==> config.mk <==
export PLATFORM = sky130hd
export DESIGN_NAME = dmem_arbiter
export DESIGN_NICKNAME = d
export VERILOG_FILES = /design/src/rtl/dmem_arbiter.sv
export SDC_FILE = /design/constraint.sdc
export NUM_CORES = 1
export LEC_CHECK = 0
export CAP_MARGIN = 20
export CORE_AREA = 2 2 135 137
export CTS_BUF_LIST = sky130_fd_sc_hd__clkbuf_4 sky130_fd_sc_hd__clkbuf_8 sky130_fd_sc_hd__clkbuf_16
export DETAILED_ROUTE_END_ITERATION = 12
export DIE_AREA = 0 0 137 139
export PLACE_DENSITY = 0.69
export SLEW_MARGIN = 15
export SYNTH_ARGS = -nofsm -noshare
export SYNTH_HDL_FRONTEND = slang
export SYNTH_SLANG_ARGS = --single-unit
==> constraint.sdc <==
create_clock -name clk -period 2.9 [get_ports clk]
set_input_delay 0.29 -clock clk [delete_from_list [all_inputs] [get_ports clk]]
set_output_delay 0.29 -clock clk [all_outputs]
set_load 0.005 [all_outputs]
==> src/rtl/dmem_arbiter.sv <==
// dmem_arbiter: shares one data memory between the core load/store path and
// the loader/debug port. Grants are combinational in the request cycle; a read
// grant holds the memory for MEM_LAT cycles and returns data with a one-cycle
// rvalid pulse. Optional statistics counters are built when DMEM_ARB_STATS_EN
// is defined; otherwise the stat_* outputs are tied to zero.
module dmem_arbiter #(
  parameter int unsigned ADDR_W  = 32,
  parameter int unsigned DATA_W  = 32,
  parameter int unsigned MEM_LAT = 1
) (
  input  logic              clk,
  input  logic              reset_n,
  input  logic              c_req,
  input  logic              c_we,
  input  logic [ADDR_W-1:0] c_addr,
  input  logic [DATA_W-1:0] c_wdata,
  output logic              c_gnt,
  output logic              c_rvalid,
  output logic [DATA_W-1:0] c_rdata,
  output logic              c_stall,
  input  logic              l_req,
  input  logic              l_we,
  input  logic              l_lock,
  input  logic [ADDR_W-1:0] l_addr,
  input  logic [DATA_W-1:0] l_wdata,
  output logic              l_gnt,
  output logic              l_rvalid,
  output logic [DATA_W-1:0] l_rdata,
  output logic              mem_en,
  output logic              mem_we,
  output logic [ADDR_W-1:0] mem_addr,
  output logic [DATA_W-1:0] mem_wdata,
  input  logic [DATA_W-1:0] mem_rdata,
  output logic [15:0]       stat_core_gnt,
  output logic [15:0]       stat_ldr_gnt,
  output logic [15:0]       stat_conflict
);

  localparam int unsigned CNT_W = 3;

  typedef enum logic {IDLE, RD_WAIT} state_t;

  state_t             state_q;
  logic               owner_ldr_q;
  logic               last_ldr_q;
  logic [CNT_W-1:0]   cnt_q;
  logic [DATA_W-1:0]  c_rdata_q;
  logic [DATA_W-1:0]  l_rdata_q;

  logic               arb_en;
  logic               win_core;
  logic               win_ldr;
  logic               rd_done;

  // Arbitration: round-robin on conflict, loader keeps the slot while locked
  always_comb begin
    arb_en   = reset_n && (state_q == IDLE);
    win_core = 1'b0;
    win_ldr  = 1'b0;
    if (arb_en) begin
      if (c_req && l_req) begin
        win_core = last_ldr_q && !l_lock;
        win_ldr  = !win_core;
      end else begin
        win_core = c_req;
        win_ldr  = l_req;
      end
    end
  end

  // Memory command and grant outputs for the winning port
  always_comb begin
    c_gnt     = win_core;
    l_gnt     = win_ldr;
    mem_en    = win_core || win_ldr;
    mem_we    = 1'b0;
    mem_addr  = '0;
    mem_wdata = '0;
    if (win_core) begin
      mem_we    = c_we;
      mem_addr  = c_addr;
      mem_wdata = c_wdata;
    end else if (win_ldr) begin
      mem_we    = l_we;
      mem_addr  = l_addr;
      mem_wdata = l_wdata;
    end
  end

  // Read return: data passes straight through in the rvalid cycle, then holds
  always_comb begin
    rd_done  = reset_n && (state_q == RD_WAIT) && (cnt_q == '0);
    c_rvalid = rd_done && !owner_ldr_q;
    l_rvalid = rd_done && owner_ldr_q;
    c_rdata  = c_rvalid ? mem_rdata : c_rdata_q;
    l_rdata  = l_rvalid ? mem_rdata : l_rdata_q;
    c_stall  = (c_req && !c_gnt) || ((state_q == RD_WAIT) && !owner_ldr_q);
  end

  // FSM: cnt_q counts the wait cycles still left before the data cycle
  always_ff @(posedge clk or negedge reset_n) begin
    if (!reset_n) begin
      state_q     <= IDLE;
      owner_ldr_q <= 1'b0;
      last_ldr_q  <= 1'b1;
      cnt_q       <= '0;
      c_rdata_q   <= '0;
      l_rdata_q   <= '0;
    end else begin
      if (c_rvalid) c_rdata_q <= mem_rdata;
      if (l_rvalid) l_rdata_q <= mem_rdata;
      case (state_q)
        IDLE: begin
          if (mem_en) begin
            last_ldr_q <= win_ldr;
            if (!mem_we) begin
              state_q     <= RD_WAIT;
              owner_ldr_q <= win_ldr;
              cnt_q       <= CNT_W'(MEM_LAT - 1);
            end
          end
        end
        RD_WAIT: begin
          if (cnt_q == '0) state_q <= IDLE;
          else             cnt_q   <= cnt_q - 1'b1;
        end
        default: state_q <= IDLE;
      endcase
    end
  end

`ifdef DMEM_ARB_STATS_EN
  logic [15:0] core_cnt_q;
  logic [15:0] ldr_cnt_q;
  logic [15:0] conf_cnt_q;

  // Saturating grant and conflict counters
  always_ff @(posedge clk or negedge reset_n) begin
    if (!reset_n) begin
      core_cnt_q <= '0;
      ldr_cnt_q  <= '0;
      conf_cnt_q <= '0;
    end else begin
      if (c_gnt && (core_cnt_q != 16'hFFFF)) core_cnt_q <= core_cnt_q + 16'd1;
      if (l_gnt && (ldr_cnt_q != 16'hFFFF))  ldr_cnt_q  <= ldr_cnt_q + 16'd1;
      if (arb_en && c_req && l_req && (conf_cnt_q != 16'hFFFF))
        conf_cnt_q <= conf_cnt_q + 16'd1;
    end
  end

  assign stat_core_gnt = core_cnt_q;
  assign stat_ldr_gnt  = ldr_cnt_q;
  assign stat_conflict = conf_cnt_q;
`else
  assign stat_core_gnt = '0;
  assign stat_ldr_gnt  = '0;
  assign stat_conflict = '0;
`endif

endmodule
After elaboration in Yosys (flattened, before gate mapping)
Index checks and enable logic that the tools add are counted.
Word-level totals
  memories kept: 0
  output and inout port bits: 183
  RAM bits: 0
  word-level logic and storage cells: 51
  input port bits: 167
  bits in latches: 0
  bits in read-only memories: 0
  flip-flop bits (word level): 70
Cells by class
  eq/ne operators: 3
  reductions and logical operators: 19
  order comparisons: 0
  shifts and indexed selects: 0
  divide/modulo/power cells: 0
  muxes and demuxes: 20
  add/sub/neg operators: 1
  $mul: 0
  bitwise operators: 2
Operator list (number)
  two-way mux 32 bit: 6
  logical AND 1 bit: 9
  two-way mux 1 bit: 9
  two-way mux 3 bit: 3
  != test 2 bit (second input constant): 3
  case mux 3 bit (2 select lines): 1
  AND reduction 3 bit: 2
  zero test 1 bit: 4
  zero test 3 bit: 1
  subtractor 3 x 1 -> 3 bit (second input constant): 1
  logical OR 1 bit: 2
  NOT 1 bit: 2
  case mux 1 bit (2 select lines): 1
  AND reduction 2 bit: 1

Logic depth before layout (Yosys ltp)
Gate-level depths: netlist of run 1.
  word-level depth: 10
  mapped depth: 7
  mapped depth without buffers: 6

Least setup slack after synthesis of run 1
Ideal clock, no wire load.
  path type: reg2out
  start point: register cnt_q[0]
  end point: output port c_rdata[22]
  path buffers: 1
  data required time: 2.610 ns
  cell stages (with the launch flop): 7
  arrival time: 1.632 ns
  setup slack: 0.978 ns
  cells stage by stage: dfrtp_1 > inv_1 > ha_1 > inv_1 > nor4_4 > buf_4 > mux2_2
On the way
  word-level cells in the longest chain between the ends: 4
Ends and longest elaborated chain
  start, declared: RTL line 46  | logic [CNT_W-1:0] cnt_q;
  start signal, assigned: RTL line 119  | cnt_q <= CNT_W'(MEM_LAT - 1);
  start signal, assigned: RTL line 125  | else cnt_q <= cnt_q - 1'b1;
  zero test 3 bit: RTL line 92  | rd_done = reset_n && (state_q == RD_WAIT) && (cnt_q == '0);
  logical AND 1 bit: RTL line 92
  logical AND 1 bit: RTL line 93  | c_rvalid = rd_done && !owner_ldr_q;
  net c_rvalid: RTL line 18  | output logic c_rvalid,
  two-way mux 32 bit: RTL line 95  | c_rdata = c_rvalid ? mem_rdata : c_rdata_q;
  end, declared: RTL line 19  | output logic [DATA_W-1:0] c_rdata,
The timed path passes the listed nets, and every way through them passes these cells.

Worst setup path in the final report of run 1
  start point: register cnt_q[0]
  end point: output port c_rdata[23]
On the way
  word-level cells in the longest chain between the ends: 4
Ends and longest elaborated chain (RTL line)
  zero test 3 bit: 92
  logical AND 1 bit: 92
  logical AND 1 bit: 93
  two-way mux 32 bit: 95
Every way passes these cells.

==> metrics.md, run 1 <==
| Metric | Value |
|---|---|
| Setup violations, final | `0` |
| CP startpoint | `cnt_q[0]$_DFFE_PN0P_` |
| Crit-path max FO | `33` |
| Final wirelength | `roughly 14000 um` |
| Largest family of logic cells by synthesized area | `multiplexers` |
| Max-slew violation count | `0` |
| Clock latency on the worst-skew pair | `0.33 ns` |
| Period utilisation layout | `a little over nine tenths` |
| Syn. warnings | `0` |
| Reg power frac | `between 30% and 40%` |
| Mux cell area share after synthesis | `~20%` |
| Core ar. | `roughly 0.018 mm2` |
| Synthesized instance count | `between 300 and 400` |
| Die area | `roughly 0.019 mm2` |
| Final Core Density | `41.17%` |
| Wire per inst | `between 15 and 20 um` |
| Syn_area_per_cell | `between 10 and 15 um2` |
| Clk buf depth | `2` |
| Vias | `~3500` |
| Cell area after synthesis | `0.003770 mm2` |
| Measured slew at the worst slew-check pin | `0.8187 ns` |
| CTS root buf | `clkbuf_16` |
| Compound-gate portion of the synthesized area | `around 18%` |
| I/O Pins | `350` |
| P_int | `3.253 mW` |
| Largest net degree at the start of global routing | `64` |
| Crit path capture | `c_rdata[23]` |
| Initial Util | `a little over a fifth` |
| Antenna-violating nets left | `0` |
| Rel. slew slack | `a little under half` |
| Htree depth | `3` |
| DPL Wire Length | `10410 um` |
| WP data required | `between 2 and 3 ns` |
| Synth Area in XOR/XNOR | `0%` |
| Sequential share of the synthesized area | `between 40 and 50%` |
| Post-Layout Cell Count | `between 800 and 900` |
| Hold Violations, Final | `0` |
| Initial DRC Count | `96` |
| Tmin final | `between 2 and 3 ns` |
| Layout cells sized above 1 | `around 16%` |
| Post-CTS setup buffers | `0` |
| Post-synthesis simple-gate area fraction | `around 2.2%` |
| Nets | `771` |
| First-pass GRT wire length | `a little over 20000 um` |
| Seq cells post-synth | `70` |
| R2R depth | `6` |
| Gr usage total | `13.96%` |
| CP Launch Type | `register` |
| Area growth from synthesis to layout | `92.83%` |
| Residual DRC | `0` |
| Clock Power Share | `a little over a quarter` |
| Die Y-Extent | `roughly 140 um` |
| Adder-cell share of the synthesized area | `less than 1%` |
| R2r setup slk | `roughly 1.1 ns` |
| Placed insts | `around 800` |
| Combinational share of power | `a little over two fifths` |
| P_leak | `approximately 3.1 nW` |
| Pre-Repair DR Iteration Count | `4` |
| Vias in the first global route | `3555` |
| RR Startpoint | `cnt_q[0]$_DFFE_PN0P_` |
| Netlist cell types | `28` |
| Worst min path class | `primary input to async pin` |
| Gr ovfl total | `0` |
| Outcome | `completed` |
| Reg2reg end | `c_rdata_q[3]$_DFF_PN0_` |
| Placer Congestion | `between 0.8 and 0.9` |
| PortBufs | `301` |
| Critical path arrival | `around 2.5 ns` |
| Maxcap violations | `0` |
| Critical path type | `register to primary output` |
| Standard-cell rows | `a little under 50` |
| CTS tree | `done` |
| Max IR drop VDD | `approximately 0.36 mV` |
| Worst Setup End Kind | `primary output` |
| Clk_skew | `between 0.008 and 0.009 ns` |
| Pwr dens | `approximately 600 mW/mm2` |
| Cts bufs inserted | `9` |
| FMAX | `357.2 MHz` |
| Vias per cell | `4.133` |
| Net Sw Frac | `roughly 25%` |
| Clock Sinks | `70` |
| Die width | `between 100 and 150 um` |
| Clock slew at reported path FFs | `0.06 ns` |
| Psw | `around 1.1 mW` |
| Initial antenna violation count | `1` |
## synthesized netlist by cell type
| cell | n | area share (%) |
|---|---|---|
| mux2i_1 | 1 | 0.27 |
| o21ai_0 | 4 | 0.53 |
| a21oi_2 | 1 | 0.23 |
| nor2b_1 | 1 | 0.17 |
| nor4_4 | 1 | 0.56 |
| nor2_1 | 1 | 0.099 |
| inv_1 | 7 | 0.70 |
| ha_1 | 2 | 0.66 |
| a22o_1 | 65 | 15 |
| o211a_1 | 1 | 0.27 |
| a221oi_4 | 1 | 0.70 |
| dfstp_2 | 1 | 0.70 |
| dfrtp_1 | 69 | 46 |
| nand2b_1 | 1 | 0.17 |
| nand2_1 | 5 | 0.50 |
| o22ai_1 | 3 | 0.50 |
| nand2b_4 | 1 | 0.36 |
| mux2_2 | 63 | 19 |
| mux2_1 | 1 | 0.30 |
| a21o_1 | 1 | 0.20 |
| buf_6 | 1 | 0.30 |
| mux2_4 | 1 | 0.40 |
| buf_2 | 12 | 1.6 |
| nor3_1 | 1 | 0.13 |
| clkbuf_1 | 5 | 0.50 |
| conb_1 | 1 | 0.099 |
| buf_4 | 51 | 10 |
| nand3b_1 | 1 | 0.20 |
## power by group through the flow
stage               Clock [mW]  Sequential (mW)  Combinational [mW]
global route              1.22             1.43                1.93
finish                    1.13             1.40                1.80
floorplan                    0             1.39               0.661
CTS                       1.18             1.40                1.83
detailed placement           0             1.42                1.82
global placement             0             1.40                1.81
## kinds of logic (layout without fill, tap and decap cells)
kind of cell	Yosys count	count (layout)
buf+inv	76	333
fa+ha+maj	2	2
compound gates	76	76
flops	70	70
other cells	1	49
mux	66	66
simple gates	12	12
## how the worst min path moves through the flow
stage                  from                 endpoint  slack [ns]
finish              reset_n     cnt_q[1]$_DFFE_PN0P_        0.34
global route        reset_n     cnt_q[2]$_DFFE_PN0P_        0.35
CTS                 reset_n  c_rdata_q[21]$_DFF_PN0_        0.34
detailed placement  reset_n     cnt_q[2]$_DFFE_PN0P_        0.12
global placement    reset_n  c_rdata_q[21]$_DFF_PN0_        0.12
floorplan           reset_n   c_rdata_q[0]$_DFF_PN0_      -0.006
## critical path: stages, from the launching register on
cell,delay [ns]
dfrtp_1,0.39
inv_2,0.08
ha_1,0.16
inv_1,0.08
nor4_4,0.30
clkbuf_16,0.30
mux2_2,0.37
clkdlybuf4s50_1,0.46
## stage by stage
step	area (um2)	setup TNS (ns)	setup slack (ns)	hold slack, ns	power (mW)
6_report	7269	0	0.1002	0.3405	4.330
5_1_grt	7269	-0.04445	-0.01517	0.3543	4.586
4_1_cts	7204	0	0.02309	0.3372	4.408
3_5_place_dp	6880	0	0.4049	0.1247	3.235
3_3_place_gp	6880	0	0.4251	0.1249	3.208
2_1_floorplan	3946	0	0.9779	-0.005591	2.052
## layout by cell type, fill, tap and decap left out, drive strengths merged
cell,instances
clkdlybuf4s50,293
dfrtp,69
a22o,65
mux2,65
conb,48
clkbuf,14
inv,8
dlymetal6s2s,7
buf,7
nand2,5
o21ai,4
o22ai,3
ha,2
clkinvlp,2
nand2b,2
diode,1
nor2b,1
o211a,1
nand3b,1
a21oi,1
nor3,1
nor4,1
a221oi,1
a21o,1
nor2,1
mux2i,1
bufinv,1
dlygate4sd3,1
dfstp,1
## per-layer routing
metal	wire length [um]	vias up	global-route usage (%)
met5	0	-	0
met4	206	0	4.938
met3	854	13	3.363
met2	6976	179	23.62
met1	5482	1650	17.12
li1	-	1617	-
## sequential cells by signal, indices dropped and copies added, names as in the netlist
| name | count |
|---|---|
| c_rdata_q | 32 |
| cnt_q | 3 |
| l_rdata_q | 32 |
| last_ldr_q | 1 |
| owner_ldr_q | 1 |
| state_q | 1 |
## layout make-up
type                       instances  area (um2)
clock inverter                     4       53.80
clock buffer                      12       260.3
sequential                        70        1753
tap                              229       286.5
antenna                            1       2.502
multi-input combinational        204        1709
timing repair buffer             310        3178
inverter                           7       26.28
fill                            1745       10390
## what timing repair did
| action | in CTS | in global routing |
|---|---|---|
| endpoints found under the hold margin | 7 | 0 |
| resized for setup | 0 | 11 |
| endpoints found under the setup margin | 0 | 85 |
| hold buffers | 1 | 0 |
No activity file was read; power rests on OpenSTA's default activity.
==> run 2, diff against run 1 <==
Settings changed: CORE_AREA 2 2 135 137 to 2 2 134 136, DIE_AREA 0 0 137 139 to 0 0 136 138, DONT_BUFFER_PORTS from default to 1, GPL_ROUTABILITY_DRIVEN from default to 0, PLACE_DENSITY 0.69 to 0.44, SLEW_MARGIN 15 to 25.
==> metrics.md, run 2 (same netlist as run 1, synthesis figures left out) <==
| Metric | Value |
|---|---|
| Outcome | `completed` |
| Period utilisation layout | `88.31% (-8.2 points)` |
| Delay-heaviest family, CP | `compound AO/OA/AOI/OAI gates` |
| Critical path arrival | `2.27 ns (-0.24 ns)` |
| Max-slew violation count | `0 (unchanged)` |
| Placed insts | `514 (-37%)` |
| Worst path max stage delay | `0.50 ns (+0.04 ns)` |
| HP Start | `mem_rdata[31]` |
| Psw | `0.9203 mW (-15%)` |
| Pwr dens | `787.5 mW/mm2 (+32%)` |
| Residual DRC | `0 (unchanged)` |
| Most frequent cells in the layout | `69 x dfrtp_1, 65 x a22o_1, 63 x mux2_2` |
| Maxcap violations | `0 (unchanged)` |
| RR Startpoint | `cnt_q[0]$_DFFE_PN0P_` |
| Rel. slew slack | `52.99% (+7.6 points)` |
| CP Launch Type | `register` |
| Top Registers | `c_rdata_q x32, l_rdata_q x32, cnt_q x3` |
| Gr usage total | `10.33% (-3.6 points)` |
| CP startpoint | `state_q$_DFF_PN0_` |
| P_leak | `1.840 nW (-40%)` |
| Core ar. | `0.01753 mm2 (-0.69%)` |
| Vias | `2411 (-30%)` |
| Clock slew at reported path FFs | `0.06 ns (about the same)` |
| PortBufs | `0 (-100%)` |
| Post-route cell area | `0.004170 mm2 (-43%)` |
| Post-Layout Cell Count | `533 (-36%)` |
| Hold Buf Count CTS | `2 (+1)` |
| Cts bufs inserted | `9 (unchanged)` |
| Post-CTS Resized | `0 (unchanged)` |
| FMAX | `390.5 MHz (+9.3%)` |
| Dpl cell area | `0.003825 mm2 (-44%)` |
| Die width | `136 um (-0.73%)` |
| Critical path type | `register to primary output` |
| Hold Violations, Final | `0 (unchanged)` |
| DPL Wire Length | `8167 um (-22%)` |
| Standard-cell rows | `49 (unchanged)` |
| Max IR drop VDD | `0.2954 mV (-19%)` |
| Layout cells sized above 1 | `30.36% (+15 points)` |
| Measured slew at the worst slew-check pin | `0.6978 ns (-0.1209 ns)` |
| RSZ-0062 raised after global routing | `no` |
| Vias per cell | `4.523 (+9.5%)` |
| CP max-delay cell | `buf_4` |
| Initial DRC Count | `97 (+1.0%)` |
| Vias in the first global route | `2381 (-33%)` |
| Htree depth | `3 (unchanged)` |
| Clock latency on the worst-skew pair | `0.33 ns (about the same)` |
| Reg power frac | `42.8% (+11 points)` |
| Worst Setup End Kind | `primary output` |
| Clock Power Share | `33.9% (+7.7 points)` |
| Area growth from synthesis to layout | `10.62%` |
| Largest net degree at the start of global routing | `71 (+11%)` |
| Die area | `0.01877 mm2 (-1.4%)` |
| Setup TNS | `0 ns (unchanged)` |
| Nets | `467 (-39%)` |
| Initial Util | `21.50% (+0.15 points)` |
| Crit-path max FO | `50 (+52%)` |
| Pre-Repair DR Iteration Count | `4 (unchanged)` |
| Clk buf depth | `2 (unchanged)` |
| First-pass GRT wire length | `14390 um (-29%)` |
| WP data required | `2.61 ns (about the same)` |
| Fillers | `1872 (+7.3%)` |
| Antenna-violating nets left | `0 (unchanged)` |
| Wire per inst | `19.16 um (+19%)` |
| Clk_skew | `0.003425 ns (-0.004744 ns)` |
| Combinational share of power | `23.3% (-18 points)` |
| Gr ovfl total | `0 (unchanged)` |
| Worst min path class | `primary input to register` |
| Final wirelength | `10210 um (-24%)` |
| Die Y-Extent | `138 um (-0.72%)` |
| Post-CTS setup buffers | `0 (unchanged)` |
| Tmin final | `2.561 ns (-0.2389 ns)` |
| Net Sw Frac | `28.02% (+3.1 points)` |
| Setup violations, final | `0 (unchanged)` |
| Most common cell after layout, fill and taps aside | `dfrtp_1` |
| CTS root buf | `clkbuf_16` |
| Initial antenna violation count | `1 (unchanged)` |
| P_int | `2.364 mW (-27%)` |
| Clock Sinks | `70 (unchanged)` |
| Buf+Inv Stages, Crit Path | `1 (-3)` |
| I/O Pins | `350 (unchanged)` |
| CTS tree | `done` |
| CP Cell Sequence | `nor2b_1 > o211a_2 > buf_4 > a22o_1` |
run 2: cell type report:
class                           count  area (um2)  share of cell area [%]
Inverter                            7       26.28                  0.6301
Clock buffer                       11       246.5                   5.911
Tap cell                          229       286.5                   6.871
Sequential cell                    70        1753                   42.03
Clock inverter                      5       58.81                   1.410
Antenna cell                        1       2.502                 0.06001
Timing Repair Buffer                6       92.59                   2.220
Multi-Input combinational cell    204        1704                   40.86
run 2: metal layers:
layer / vias to the layer above / routed length, um / track usage (%)
met5: - / 0 / 0
met4: 0 / 281 / 4.934
met3: 15 / 1347 / 4.474
met2: 211 / 4849 / 16.11
met1: 1179 / 3734 / 12.12
li1: 1006 / - / -
run 2: per-stage QoR:
stage | hold slack [ns] | setup slack [ns] | utilization (%) | power [mW]
2_1_floorplan | -0.005591 | 0.9779 | - | 2.052
3_3_place_gp | -0.004236 | 0.7257 | 21.81 | 2.162
3_5_place_dp | -0.004452 | 0.6940 | 21.81 | 2.189
4_1_cts | 0.1187 | 0.3095 | 23.77 | 3.361
5_1_grt | 0.1230 | 0.2214 | 23.78 | 3.484
6_report | 0.1404 | 0.3391 | 23.78 | 3.284
run 2: path summary, 6_finish.rpt:
kind	to	slack (ns)	depth (start not counted)
hold / removal	l_rdata_q[31]$_DFF_PN0_	0.14	1
setup reg to reg	c_rdata_q[15]$_DFF_PN0_	0.87	6
hold reg to reg	l_rdata_q[20]$_DFF_PN0_	0.51	1
max in group asynchronous	last_ldr_q$_DFFE_PN1P_	2.08	2
min in group asynchronous	c_rdata_q[20]$_DFF_PN0_	0.50	2
setup / recovery	mem_wdata[18]	0.34	4
run 2: worst reg2reg max path, delay by kind of cell, from the launching register on:
kind / cells / cell delay [ns]
fa+ha+maj: 1 / 0.17
buf+inv: 3 / 0.65
flops: 1 / 0.37
mux: 1 / 0.44
simple gates: 1 / 0.28
run 2: power by group through the flow:
stage | registers [mW] | logic, mW | clock network (mW)
final | 1.40 | 0.767 | 1.11
after CTS | 1.41 | 0.789 | 1.16
after floorplan | 1.39 | 0.661 | 0
after global placement | 1.41 | 0.749 | 0
after global routing | 1.44 | 0.844 | 1.20
after detailed placement | 1.43 | 0.762 | 0
